===== config.mk =====
export PLATFORM = sky130hd
export DESIGN_NAME = ysyx_22041207_mem_arbiter
export DESIGN_NICKNAME = d
export VERILOG_FILES = /design/src/rtl/ysyx_22041207_mem_arbiter.sv
export SDC_FILE = /design/constraint.sdc
export NUM_CORES = 1
export LEC_CHECK = 0
export ABC_AREA = 1
export BUFFER_PORTS_ARGS = -buffer_cell sky130_fd_sc_hd__buf_2
export CORE_AREA = 5 5 210 212
export DETAILED_ROUTE_END_ITERATION = 8
export DIE_AREA = 0 0 215 217
export SKIP_LAST_GASP = 1
export SYNTH_ARGS = -nofsm -noshare
export SYNTH_HDL_FRONTEND = slang
export SYNTH_SLANG_ARGS = --single-unit

===== constraint.sdc =====
create_clock -name clk -period 8.04 [get_ports clk]
set_input_delay 0.402 -clock clk [delete_from_list [all_inputs] [get_ports clk]]
set_output_delay 0.402 -clock clk [all_outputs]
set_load 0.01 [all_outputs]

===== src/rtl/ysyx_22041207_mem_arbiter.sv =====
// Purpose : arbitrates the fetch (IFU) and load/store (LSU) ports onto one memory port, one transaction at a time.
// Latency : request seen in IDLE -> grant pulse next cycle; best case 3 cycles per transaction (IDLE, BUSY, RESP).
// Backpressure: the loser holds its request until granted; BUSY waits on mem_ready and RESP waits on mem_rvalid, both bounded by the timeout.
//
// Ports
//   clk, rst                      : clock (rising edge), asynchronous active-high reset
//   if_req/if_addr                : fetch request, held until if_gnt
//   if_gnt/if_rvalid/if_rdata     : fetch accept pulse, response pulse and data
//   ls_req/ls_wen/ls_addr/...     : load/store request with store data, byte mask and read byte count
//   ls_gnt/ls_rvalid/ls_rdata     : load/store accept pulse, response pulse and data
//   mem_*                         : downstream memory request (payload held for the whole BUSY state)
//   mem_ready/mem_rvalid/mem_rdata: memory accept and response
//   err                           : one-cycle pulse when a transaction is aborted by the timeout
//
// Parameter TIMEOUT_CYCLES: cycles spent in BUSY/RESP before abort; 0 disables the timeout.
// Build option YSYX_22041207_ARB_RR_EN: defined -> round-robin arbitration on contention;
// undefined -> fixed priority with the LSU always winning.

module ysyx_22041207_mem_arbiter #(
    parameter int unsigned TIMEOUT_CYCLES = 255
) (
    input  logic        clk,
    input  logic        rst,

    input  logic        if_req,
    input  logic [63:0] if_addr,
    output logic        if_gnt,
    output logic        if_rvalid,
    output logic [63:0] if_rdata,

    input  logic        ls_req,
    input  logic        ls_wen,
    input  logic [63:0] ls_addr,
    input  logic [63:0] ls_wdata,
    input  logic [7:0]  ls_wmask,
    input  logic [3:0]  ls_rnum,
    output logic        ls_gnt,
    output logic        ls_rvalid,
    output logic [63:0] ls_rdata,

    output logic        mem_req,
    output logic        mem_wen,
    output logic [63:0] mem_addr,
    output logic [63:0] mem_wdata,
    output logic [7:0]  mem_wmask,
    output logic [3:0]  mem_rnum,
    input  logic        mem_ready,
    input  logic        mem_rvalid,
    input  logic [63:0] mem_rdata,

    output logic        err
);

    typedef enum logic [1:0] {
        S_IDLE = 2'd0,
        S_BUSY = 2'd1,
        S_RESP = 2'd2
    } state_e;

    // Fetch requests always go out as 4-byte reads.
    localparam logic [3:0] IF_RNUM = 4'd4;

    // Last counter value before abort; the counter reads 0 in the first BUSY cycle,
    // so the abort lands in cycle TIMEOUT_CYCLES of the transaction.
    localparam logic        TO_EN   = (TIMEOUT_CYCLES != 0);
    localparam logic [31:0] TO_LAST = TO_EN ? 32'(TIMEOUT_CYCLES - 1) : 32'd0;

    state_e      state_q;
    logic        owner_ls_q;     // 1: LSU owns the outstanding transaction
    logic        if_gnt_q;
    logic        ls_gnt_q;
    logic        wen_q;
    logic [63:0] addr_q;
    logic [63:0] wdata_q;
    logic [7:0]  wmask_q;
    logic [3:0]  rnum_q;
    logic [31:0] cnt_q;
    logic [31:0] cnt_d;

    logic        any_req;
    logic        grant_ls;
    logic        active;
    logic        done_ok;
    logic        timeout;

    assign any_req = if_req | ls_req;

`ifdef YSYX_22041207_ARB_RR_EN
    // Preferred requester on contention; flips to the other side after every grant.
    logic prio_ls_q;

    assign grant_ls = ls_req & (~if_req | prio_ls_q);

    always_ff @(posedge clk or posedge rst) begin
        if (rst) begin
            prio_ls_q <= 1'b1;
        end else if (state_q == S_IDLE && any_req) begin
            prio_ls_q <= ~grant_ls;
        end
    end
`else
    assign grant_ls = ls_req;
`endif

    assign active  = (state_q != S_IDLE);
    assign done_ok = (state_q == S_RESP) & mem_rvalid;
    // A real response in the same cycle as the timeout still completes normally.
    assign timeout = TO_EN & active & (cnt_q == TO_LAST) & ~done_ok;

    // Saturate so a disabled timeout never wraps back into a false match.
    assign cnt_d = (cnt_q == 32'hFFFF_FFFF) ? cnt_q : cnt_q + 32'd1;

    always_ff @(posedge clk or posedge rst) begin
        if (rst) begin
            state_q    <= S_IDLE;
            owner_ls_q <= 1'b0;
            if_gnt_q   <= 1'b0;
            ls_gnt_q   <= 1'b0;
            wen_q      <= 1'b0;
            addr_q     <= 64'd0;
            wdata_q    <= 64'd0;
            wmask_q    <= 8'd0;
            rnum_q     <= 4'd0;
            cnt_q      <= 32'd0;
        end else begin
            // Grants are single-cycle pulses in the first BUSY cycle.
            if_gnt_q <= 1'b0;
            ls_gnt_q <= 1'b0;
            case (state_q)
                S_IDLE: begin
                    if (any_req) begin
                        state_q    <= S_BUSY;
                        owner_ls_q <= grant_ls;
                        cnt_q      <= 32'd0;
                        if (grant_ls) begin
                            ls_gnt_q <= 1'b1;
                            wen_q    <= ls_wen;
                            addr_q   <= ls_addr;
                            wdata_q  <= ls_wdata;
                            wmask_q  <= ls_wmask;
                            rnum_q   <= ls_rnum;
                        end else begin
                            if_gnt_q <= 1'b1;
                            wen_q    <= 1'b0;
                            addr_q   <= if_addr;
                            wdata_q  <= 64'd0;
                            wmask_q  <= 8'd0;
                            rnum_q   <= IF_RNUM;
                        end
                    end
                end
                S_BUSY: begin
                    cnt_q <= cnt_d;
                    if (timeout) begin
                        state_q <= S_IDLE;
                    end else if (mem_ready) begin
                        state_q <= S_RESP;
                    end
                end
                S_RESP: begin
                    cnt_q <= cnt_d;
                    if (done_ok || timeout) begin
                        state_q <= S_IDLE;
                    end
                end
                default: begin
                    state_q <= S_IDLE;
                end
            endcase
        end
    end

    assign if_gnt    = if_gnt_q;
    assign ls_gnt    = ls_gnt_q;

    assign mem_req   = (state_q == S_BUSY);
    assign mem_wen   = wen_q;
    assign mem_addr  = addr_q;
    assign mem_wdata = wdata_q;
    assign mem_wmask = wmask_q;
    assign mem_rnum  = rnum_q;

    // Responses pass straight through in the mem_rvalid cycle; an abort returns zero data.
    assign if_rvalid = (done_ok | timeout) & ~owner_ls_q;
    assign ls_rvalid = (done_ok | timeout) &  owner_ls_q;
    assign if_rdata  = (done_ok & ~owner_ls_q) ? mem_rdata : 64'd0;
    assign ls_rdata  = (done_ok &  owner_ls_q) ? mem_rdata : 64'd0;

    assign err       = timeout;

endmodule


==> results of run 1 <==
flip-flops by register name, indices dropped and copies added (netlist names):
signal	count
mem_wen	1
mem_rnum	4
mem_wdata	64
state_q	2
mem_wmask	8
cnt_q	32
if_gnt	1
mem_addr	64
owner_ls_q	1
ls_gnt	1
power by group through the flow:
stage	sequential [mW]	clock [mW]	combinational (mW)
after detailed placement	1.41	0	1.59
final	1.41	0.790	1.55
after floorplan	1.56	0	0.751
after global routing	1.45	0.854	1.70
after global placement	1.42	0	1.56
after CTS	1.40	0.811	1.59
placed cells by master (no fill, tap or decap), types with 10 or more instances in the layout:
cell,count
buf_2,548
o21ai_1,17
inv_1,171
nand2_1,274
a22o_1,76
nand3_1,45
o21ai_2,20
diode_2,10
clkbuf_16,17
nor2_1,186
nor3_1,15
dfrtp_1,178
o21ai_0,128
final cells by class:
class | instances | share of cell area [%]
inverter | 179 | 5.24
sequential | 178 | 34.2
tap | 539 | 5.18
clock buffer | 18 | 3.37
antenna | 10 | 0.192
clock inverter | 13 | 0.779
multi-input combinational | 792 | 29.5
timing repair buffer | 555 | 21.5
stage by stage:
stage	std cells	power, mW	utilization (%)	hold WS (ns)
global placement	2243	2.97	29.8	0.464
detailed placement	2243	3.00	29.8	0.468
finish	2284	3.75	31.2	0.0559
floorplan	1214	2.31	-	0.467
CTS	2274	3.80	31.1	0.0817
global route	2281	4.01	31.1	0.101
per-layer routing:
layer	GRT usage, %	share of wire, %	vias to the layer above	wire length [um]
li1	-	-	4868	-
met1	19.2	39	4642	16000
met2	29.1	50	439	20700
met3	4.16	7.0	58	2900
met4	7.92	4.3	0	1760
met5	0	0	-	0
kinds of logic after synthesis:
logic type	count (synthesis)
AO/OA/AOI/OAI	244
XOR/XNOR	3
adder cells (fa/ha/maj)	5
buffers and inverters	244
flip-flops	178
AND/OR/NAND/NOR	540
final timing paths:
path | from | endpoint | cells past startpoint
min in group clk | ls_wdata[16] | mem_wdata[16] | 2
hold / removal | rst | mem_wdata[11] | 2
setup reg to reg | state_q[1] | mem_addr[8] | 7
setup / recovery | state_q[0] | ls_rdata[18] | 7
max in group asynchronous | rst | mem_addr[10] | 4
hold reg to reg | mem_addr[4] | mem_addr[4] | 2
==> impl_metrics.yaml, run 1 <==
synth:
  synth_top_area_share_pct: 48.1
  synthXorXnorAreaFrac_pct: 0.284
  synth_edf_count: 0
  yosys.area_share.simple_pct: 23.3
  yosys_warnings: 0
  synth_area_per_cell_um2: 7.62
  synth_top_family_by_area: "simple AND/OR/NAND/NOR gates"
  syn_area_um2: 9250
  seq_area_frac_synth_pct: 48.1
  synth_compound_area_share_pct: 17.2
  synth_flop_cell: "dfrtp_1"
  syn_inst: 1214
  yosys.area_share.adder_pct: 0.676
  synth.top_cells.by_count: "nand2_1, nor2_1, dfrtp_1"
  synth_seq_cells: 178
  muxShareOfSynthArea_pct: 0
  yosysTopAreaCell: "dfrtp_1"
  yosys-top-cells-area: "dfrtp_1, nand2_1, nor2_1"
  synth_nets: 1494
  synth_cell_types: 30
  yosysMostFrequentCell: "nand2_1"
  synthArstFlopShare_pct: 100
layout:
  fillers: 4520
  design_area_um2: 13000
  seqCellArea_um2: 4450
  syn2layout_area_growth_pct: 40.6
  multi_input_area_um2: 3840
  drive_gt1_share_pct: 36.1
  final_nets: 2003
critical_path:
  cp_num_buf_inv: 3
  cp.arrival_ns: 2.65
  required_ns: 7.64
  r2r_slack_ns: 5.17
  cpLargestDelayFamily: "simple AND/OR/NAND/NOR gates"
  start_kind: "register"
  crit_type: "reg2out"
  worstPathMaxFanout: 64
  crit_path_cell_trace: "inv_1, ha_1, nand2_1, inv_1, nand2_2, nor2_1, buf_2"
  crit_top_cell: "inv_1"
  critPathCaptureType: "primary output"
  critical_path.max_stage_delay_ns: 0.65
  critPathSlowestCell: "nand2_2"
power:
  power_switching_mw: 1.57
  intPower_mw: 2.19
  combPwrFrac_pct: 41.4
  ir_worst_vdd_uv: 165
  swShare_pct: 41.8
  p_per_area_nw_per_um2: 288
  p_clk_share_pct: 21.1
  p_seq_share_pct: 37.5
  p_leak_nw: 7.41
status:
  status: "finished clean"
clocking:
  clk_latency_ns: 0.43
  hold_buffers: 0
  htreeDepth: 4
  clockBufferDepth: 2
  cts_tree: "yes"
  clk_pin_slew_ns: 0.07
  cts_resized: 0
  clock_sinks: 178
  post-cts-setup-buffers: 0
  cts_buffers: 17
  cts-root-buf: "clkbuf_16"
detailed_routing:
  via_per_inst: 4.38
  initialDrtViolationCount: 835
  routedWlPerCell_um: 18.1
  antenna_left: 0
  vias: 10007
  dr.pass1.iters: 5
  routed_wl_um: 41400
  drcViolationCount: 0
sta:
  finalCritPeriodShare_pct: 38.0
  fin_crit_ns: 3.05
  max_freq_ghz: 0.328
  tightestPinTransition_ns: 1.23
  setup_slack_ns: 4.99
  setup-tns-final_ns: 0
  setup_viol_count_final: 0
  drv_slew: 0
  slew_headroom_pct: 18.0
  hold_violations: 0
  rsz0062_at_grt: "no"
  finalClockSkew_ns: 0.0127
global_route:
  grt_start_max_net_pins: 135
  grt_use_total_pct: 16.6
  antenna_found_initial: 8
  grt_pass1_wl_um: 60500
  overflow: 0
  grt_pass1_vias: 9911
placement:
  gp_congestion: 0.967
  port_buffers: 549
  dpl_worst_slack_ns: 5.23
  hpwl_um: 33700
  dpl_cell_area_um2: 12400
floorplan:
  fp.dieArea_um2: 46700
  die_w_um: 215
  ios: 550
  die_h_um: 217
  start_util_pct: 22.2
  core_um2: 41800
  fp-row-count: 75
hold_path:
  min_path_type: "in2async"
run:
  cap_violations: 0
Note: power is estimated with default switching activity, not from simulation.
==> run 2: changes to the inputs <==
--- a/config.mk
+++ b/config.mk
@@ -7,9 +7,9 @@
 export LEC_CHECK = 0
 export ABC_AREA = 1
 export BUFFER_PORTS_ARGS = -buffer_cell sky130_fd_sc_hd__buf_2
-export CORE_AREA = 5 5 210 212
+export CORE_AREA = 5 5 211 213
 export DETAILED_ROUTE_END_ITERATION = 8
-export DIE_AREA = 0 0 215 217
+export DIE_AREA = 0 0 216 218
 export SKIP_LAST_GASP = 1
 export SYNTH_ARGS = -nofsm -noshare
 export SYNTH_HDL_FRONTEND = slang
==> constraint.sdc (replaced) <==
create_clock -name clk -period 2.7 [get_ports clk]
set_input_delay 0.135 -clock clk [delete_from_list [all_inputs] [get_ports clk]]
set_output_delay 0.135 -clock clk [all_outputs]
set_load 0.01 [all_outputs]
==> run 2 against run 1 <==
Net effect: global-route usage is 1.3 points lower; utilization is 2.7 points higher; register-to-register slack worse by 4.5 ns; final cell count is 5.7% higher; first-iteration DRC count is 8.9% lower; sequential share of layout area is 3.3 points lower; power grew to 3.1 times the previous value; sequential power grew to 3.0 times the previous value; setup slack worse by 4.7 ns; largest cell class unchanged.
==> impl_metrics.yaml, run 2 (synthesis results as in run 1) <==
sta:
  drv_slew: 0
  tightestPinTransition_ns: 0.800
  max_freq_ghz: 0.414
  hold_violations: 0
  setup_slack_ns: 0.284
  setup_viol_count_final: 0
  fin_crit_ns: 2.42
  setup-tns-final_ns: 0
  rsz0062_at_grt: "no"
  finalClockSkew_ns: 0.0112
  slew_headroom_pct: 46.7
  finalCritPeriodShare_pct: 89.5
critical_path:
  reg2regPathDepth: 9
  startpoint: "state_q[0]"
  worstPathMaxFanout: 26
  cp.arrival_ns: 2.28
  start_kind: "register"
  crit_type: "reg2out"
  required_ns: 2.57
  critPathCaptureType: "primary output"
  r2r_slack_ns: 0.65
  r2r_end: "cnt_q[21]"
  reg2reg_from: "state_q[0]"
floorplan:
  die_h_um: 218
  start_util_pct: 21.8
  die_w_um: 216
  ios: 550
  fp-row-count: 76
  core_um2: 42500
  fp.dieArea_um2: 47100
detailed_routing:
  initialDrtViolationCount: 761
  drcViolationCount: 0
  vias: 10460
  antenna_left: 0
  dr.pass1.iters: 6
  routedWlPerCell_um: 15.8
  routed_wl_um: 38100
  via_per_inst: 4.33
clocking:
  clock_sinks: 178
  cts_buffers: 17
  post-cts-setup-buffers: 0
  clk_latency_ns: 0.45
  htreeDepth: 4
  cts_tree: "yes"
  cts-root-buf: "clkbuf_16"
  clockBufferDepth: 2
  clk_pin_slew_ns: 0.07
global_route:
  grt_pass1_vias: 10250
  grt_use_total_pct: 15.3
  antenna_found_initial: 5
  grt_start_max_net_pins: 130
  overflow: 0
  grt_pass1_wl_um: 57500
hold_path:
  hp-start: "if_addr[2]"
  holdPathEnd: "mem_addr[2]"
  min_path_type: "in2reg"
  whs_path_depth: 3
placement:
  dpl_cell_area_um2: 12700
  port_buffers: 549
  dpl_worst_slack_ns: 0.670
  hpwl_um: 29300
  gp_congestion: 0.961
layout:
  syn2layout_area_growth_pct: 55.6
  final_core_util_pct: 33.9
  design_area_um2: 14400
  final_nets: 2132
  final_common_cell: "buf_2"
  fillers: 4459
  final_cell_mix: "buf_2, nand2_1, nor2_1, dfrtp_1, inv_1"
  drive_gt1_share_pct: 34.3
status:
  status: "finished clean"
run:
  cap_violations: 0
power:
  p_per_area_nw_per_um2: 807
  ir_worst_vdd_uv: 429
  p_leak_nw: 8.01
[run 2: cell types whose count changed in the layout (fill, tap and decap cells not counted), sizes merged]
cell | before | now
bufinv | 0 | 1
buf | 555 | 569
clkinv | 4 | 3
clkbuf | 18 | 20
diode | 10 | 4
clkinvlp | 3 | 2
dlygate4sd3 | 0 | 115
[run 2: layout make-up]
cell class / instances / area, um2 / area share, %
Sequential cell: 178 / 4450 / 30.9
Timing Repair Buffer: 684 / 4150 / 28.8
Multi-Input combinational cell: 792 / 3840 / 26.7
Tap cell: 546 / 683 / 4.74
Inverter: 179 / 681 / 4.73
Clock buffer: 20 / 457 / 3.17
Clock inverter: 12 / 119 / 0.826
Antenna cell: 4 / 10.0 / 0.0695
[run 2: worst max path at each step]
stage                       end  cells past startpoint  slack [ns]
floorplan              cnt_q[0]                      1        0.28
global placement      cnt_q[21]                      9        0.69
detailed placement    cnt_q[21]                      9        0.67
CTS                 if_rdata[3]                      8        0.28
global route        if_rdata[3]                      8        0.12
finish              if_rdata[3]                      8        0.28
[run 2: per-stage QoR]
stage | power (mW) | hold WS (ns) | cells
finish | 11.6 | 0.0138 | 2415
global route | 12.4 | 0.00831 | 2415
CTS | 11.7 | 0.00163 | 2411
detailed placement | 9.02 | 0.362 | 2264
global placement | 8.94 | 0.357 | 2264
floorplan | 6.87 | 0.273 | 1214
[run 2: metal layers]
layer	wire length [um]	share of wire, %	global-route usage, %
met5	13	0.034	0
met4	1020	2.7	5.64
met3	2780	7.3	3.68
met2	18500	49	25.7
met1	15800	42	19.2
[run 2: repair_timing]
item | in CTS | in global routing
hold endpoints to repair | 230 | 0
gates resized for setup | 0 | 0
hold buffers | 115 | 0
[run 2: power by group]
part	internal [mW]	total, mW	switching, mW
Clock	1.34	2.51	1.17
Combinational	1.94	4.90	2.96
Sequential	3.65	4.21	0.563
[run 2: worst max-delay path: stages, from the launching register on]
cell	delay, ns
dfrtp_1	0.40
inv_1	0.09
ha_1	0.17
nand2_1	0.08
inv_1	0.14
nand2_2	0.31
buf_12	0.28
nor2_1	0.19
buf_2	0.18
==> run 3: changes to the inputs <==
--- a/config.mk
+++ b/config.mk
@@ -5,11 +5,10 @@
 export SDC_FILE = /design/constraint.sdc
 export NUM_CORES = 1
 export LEC_CHECK = 0
-export ABC_AREA = 1
 export BUFFER_PORTS_ARGS = -buffer_cell sky130_fd_sc_hd__buf_2
-export CORE_AREA = 5 5 211 213
+export CORE_AREA = 2 2 217 219
 export DETAILED_ROUTE_END_ITERATION = 8
-export DIE_AREA = 0 0 216 218
+export DIE_AREA = 0 0 219 221
 export SKIP_LAST_GASP = 1
 export SYNTH_ARGS = -nofsm -noshare
 export SYNTH_HDL_FRONTEND = slang
==> run 3 against run 2 <==
Net effect: cell area increased by 3.2%; routed wire length decreased by 1.0%; global-route usage decreased by 0.20 points; final cell count decreased by 8.2%; critical path depth increased by 1; register-to-register slack got worse by 0.33 ns; utilization decreased by 1.6 points; synthesized cell count decreased by 29%; combinational power increased by 7.8%; sequential power increased by 5%; critical endpoint is now ls_rvalid.
==> impl_metrics.yaml, run 3 <==
status:
  status: "finished clean"
synth:
  yosys-top-cells-area: "dfrtp_1, and2_1, mux2i_1"
  synthXorXnorAreaFrac_pct: 0.100
  yosys_warnings: 0
  synth_area_per_cell_um2: 10.2
  synth_top_area_share_pct: 51.1
  synth_seq_cells: 178
  yosys.area_share.adder_pct: 0.717
  yosys.area_share.simple_pct: 20.6
  yosysMostFrequentCell: "dfrtp_1"
  synth_top_family_by_area: "simple AND/OR/NAND/NOR gates"
  synth_compound_area_share_pct: 15.6
  syn_area_um2: 8720
  syn_inst: 859
  yosysTopAreaCell: "dfrtp_1"
  synth_edf_count: 0
  muxShareOfSynthArea_pct: 8.16
  seq_area_frac_synth_pct: 51.1
  synth.top_cells.by_count: "dfrtp_1, and2_1, nand2_1"
  synth_cell_types: 50
  synth_flop_cell: "dfrtp_1"
  synth_nets: 1139
  synthArstFlopShare_pct: 100
clocking:
  clk_pin_slew_ns: 0.08
  clk_latency_ns: 0.46
  cts-root-buf: "clkbuf_16"
  htreeDepth: 4
  cts_tree: "yes"
  clock_sinks: 178
  cts_buffers: 17
  clockBufferDepth: 2
detailed_routing:
  vias: 9526
  routedWlPerCell_um: 17.0
  dr.pass1.iters: 5
  drcViolationCount: 0
  via_per_inst: 4.29
  routed_wl_um: 37700
  antenna_left: 0
  initialDrtViolationCount: 528
sta:
  setup-tns-final_ns: 0
  finalClockSkew_ns: 0.0136
  rsz0062_at_grt: "no"
  setup_slack_ns: 0.129
  finalCritPeriodShare_pct: 95.2
  fin_crit_ns: 2.57
  tightestPinTransition_ns: 1.07
  setup_viol_count_final: 0
  drv_slew: 0
  slew_headroom_pct: 28.5
  hold_violations: 0
  max_freq_ghz: 0.389
placement:
  dpl_worst_slack_ns: 0.315
  gp_congestion: 0.863
  port_buffers: 549
  dpl_cell_area_um2: 12200
  hpwl_um: 27000
  dp.cells: 1978
critical_path:
  critPathCaptureType: "primary output"
  startpoint: "state_q[1]"
  start_kind: "register"
  crit_type: "reg2out"
  worstPathMaxFanout: 9
  critical_path.max_stage_delay_ns: 0.40
  critPathSlowestCell: "dfrtp_1"
  crit_path_cell_trace: "inv_1, ha_1, buf_4, nor4_1, nand4_1, or2_4, a21boi_2, buf_4, buf_2"
  required_ns: 2.57
  cp_num_buf_inv: 4
  reg2reg_from: "state_q[1]"
  cp.arrival_ns: 2.44
  crit_top_cell: "buf_4"
  cpLargestDelayFamily: "simple AND/OR/NAND/NOR gates"
power:
  ir_worst_vdd_uv: 448
  p_leak_nw: 7.74
  power_switching_mw: 4.89
  p_total_mw: 12.2
  combPwrFrac_pct: 43.4
  p_seq_share_pct: 36.1
  intPower_mw: 7.29
  p_per_area_nw_per_um2: 820
  swShare_pct: 40.1
  p_clk_share_pct: 20.5
layout:
  design_area_um2: 14900
  final_cells: 2218
  final_cell_mix: "buf_2, dlygate4sd3_1, dfrtp_1, and2_1, nand2_1"
  drive_gt1_share_pct: 39.3
  syn2layout_area_growth_pct: 70.3
  final_common_cell: "buf_2"
  fillers: 4687
  final_nets: 1872
global_route:
  antenna_found_initial: 11
  grt_start_max_net_pins: 84
  grt_pass1_wl_um: 55500
  overflow: 0
  grt_use_total_pct: 15.1
  grt_pass1_vias: 9732
floorplan:
  die_w_um: 219
  ios: 550
  fp.dieArea_um2: 48400
  die_h_um: 221
  core_um2: 46100
  fp-row-count: 79
  start_util_pct: 18.9
hold_path:
  min_path_type: "in2reg"
  hp-start: "if_addr[52]"
run:
  cap_violations: 0
[run 3: changes by cell type in the layout (fill, tap and decap cells not counted), sizes merged, moves of 11 or more]
| cell | before | now |
|---|---|---|
| dlygate4sd3 | 115 | 200 |
| inv | 185 | 14 |
| buf | 569 | 580 |
| nand3 | 45 | 21 |
| and2 | 0 | 130 |
| nor2 | 189 | 14 |
| o21ai | 165 | 90 |
| a21oi | 2 | 16 |
| nand2 | 278 | 98 |
| mux2i | 0 | 70 |
[run 3: path summary, 6_finish.rpt]
path,end,slack (ns),cells past startpoint
setup / recovery,ls_rvalid,0.13,9
hold reg to reg,mem_addr[59],0.48,2
setup reg to reg,state_q[0],0.32,9
min in group asynchronous,mem_wdata[18],0.23,3
max in group asynchronous,mem_addr[51],1.66,4
hold / removal,mem_addr[52],0.04,3
[run 3: per-stage QoR]
stage               utilization [%]  hold slack (ns)
floorplan                         -            0.258
global placement               26.5            0.172
detailed placement             26.5            0.175
CTS                            32.2          0.00186
global route                   32.2           0.0559
finish                         32.2           0.0405
[run 3: worst register-to-register path: cells and delay by family, from the launching register on]
kind                     cells  cell delay [ns]
AND/OR/NAND/NOR              2             0.40
adder cells (fa/ha/maj)      1             0.19
flip-flops                   1             0.40
multiplexers                 1             0.30
AO/OA/AOI/OAI                2             0.50
buffers and inverters        3             0.48
[run 3: metal layers]
metal / track usage [%] / routed length (um)
met5: 0 / 11
met4: 6.56 / 1110
met3: 3.48 / 2670
met2: 28.1 / 19700
met1: 16.1 / 14300
[run 3: final cells by class]
| cell class | instances | area (um2) | share of cell area [%] |
|---|---|---|---|
| Timing Repair Buffer | 780 | 5030 | 33.9 |
| Multi-Input combinational cell | 604 | 3960 | 26.7 |
| Tap cell | 607 | 759 | 5.11 |
| Sequential cell | 178 | 4450 | 30.0 |
| Antenna cell | 6 | 15.0 | 0.101 |
| Clock inverter | 14 | 153 | 1.03 |
| Clock buffer | 18 | 429 | 2.89 |
| Inverter | 11 | 45.0 | 0.303 |
[run 3: logic make-up after synthesis]
logic type,after synthesis
compound gates,202
mux,71
buf+inv,77
flops,178
fa+ha+maj,5
xor+xnor,1
simple gates,325
[run 3: power groups by stage]
stage	logic (mW)	clock network, mW	registers, mW
floorplan	2.38	0	4.76
global placement	4.93	0	4.40
detailed placement	5.04	0	4.39
CTS	5.26	2.60	4.39
global route	5.76	2.70	4.53
finish	5.28	2.49	4.40
[run 3: what timing repair did]
action	4_1_cts	5_1_grt
pin swaps	2	0
endpoints found under the hold margin	159	0
setup endpoints to repair	1	1
setup buffers	2	0
hold buffers	200	0
gates cloned	0	0
gates resized for setup	3	1
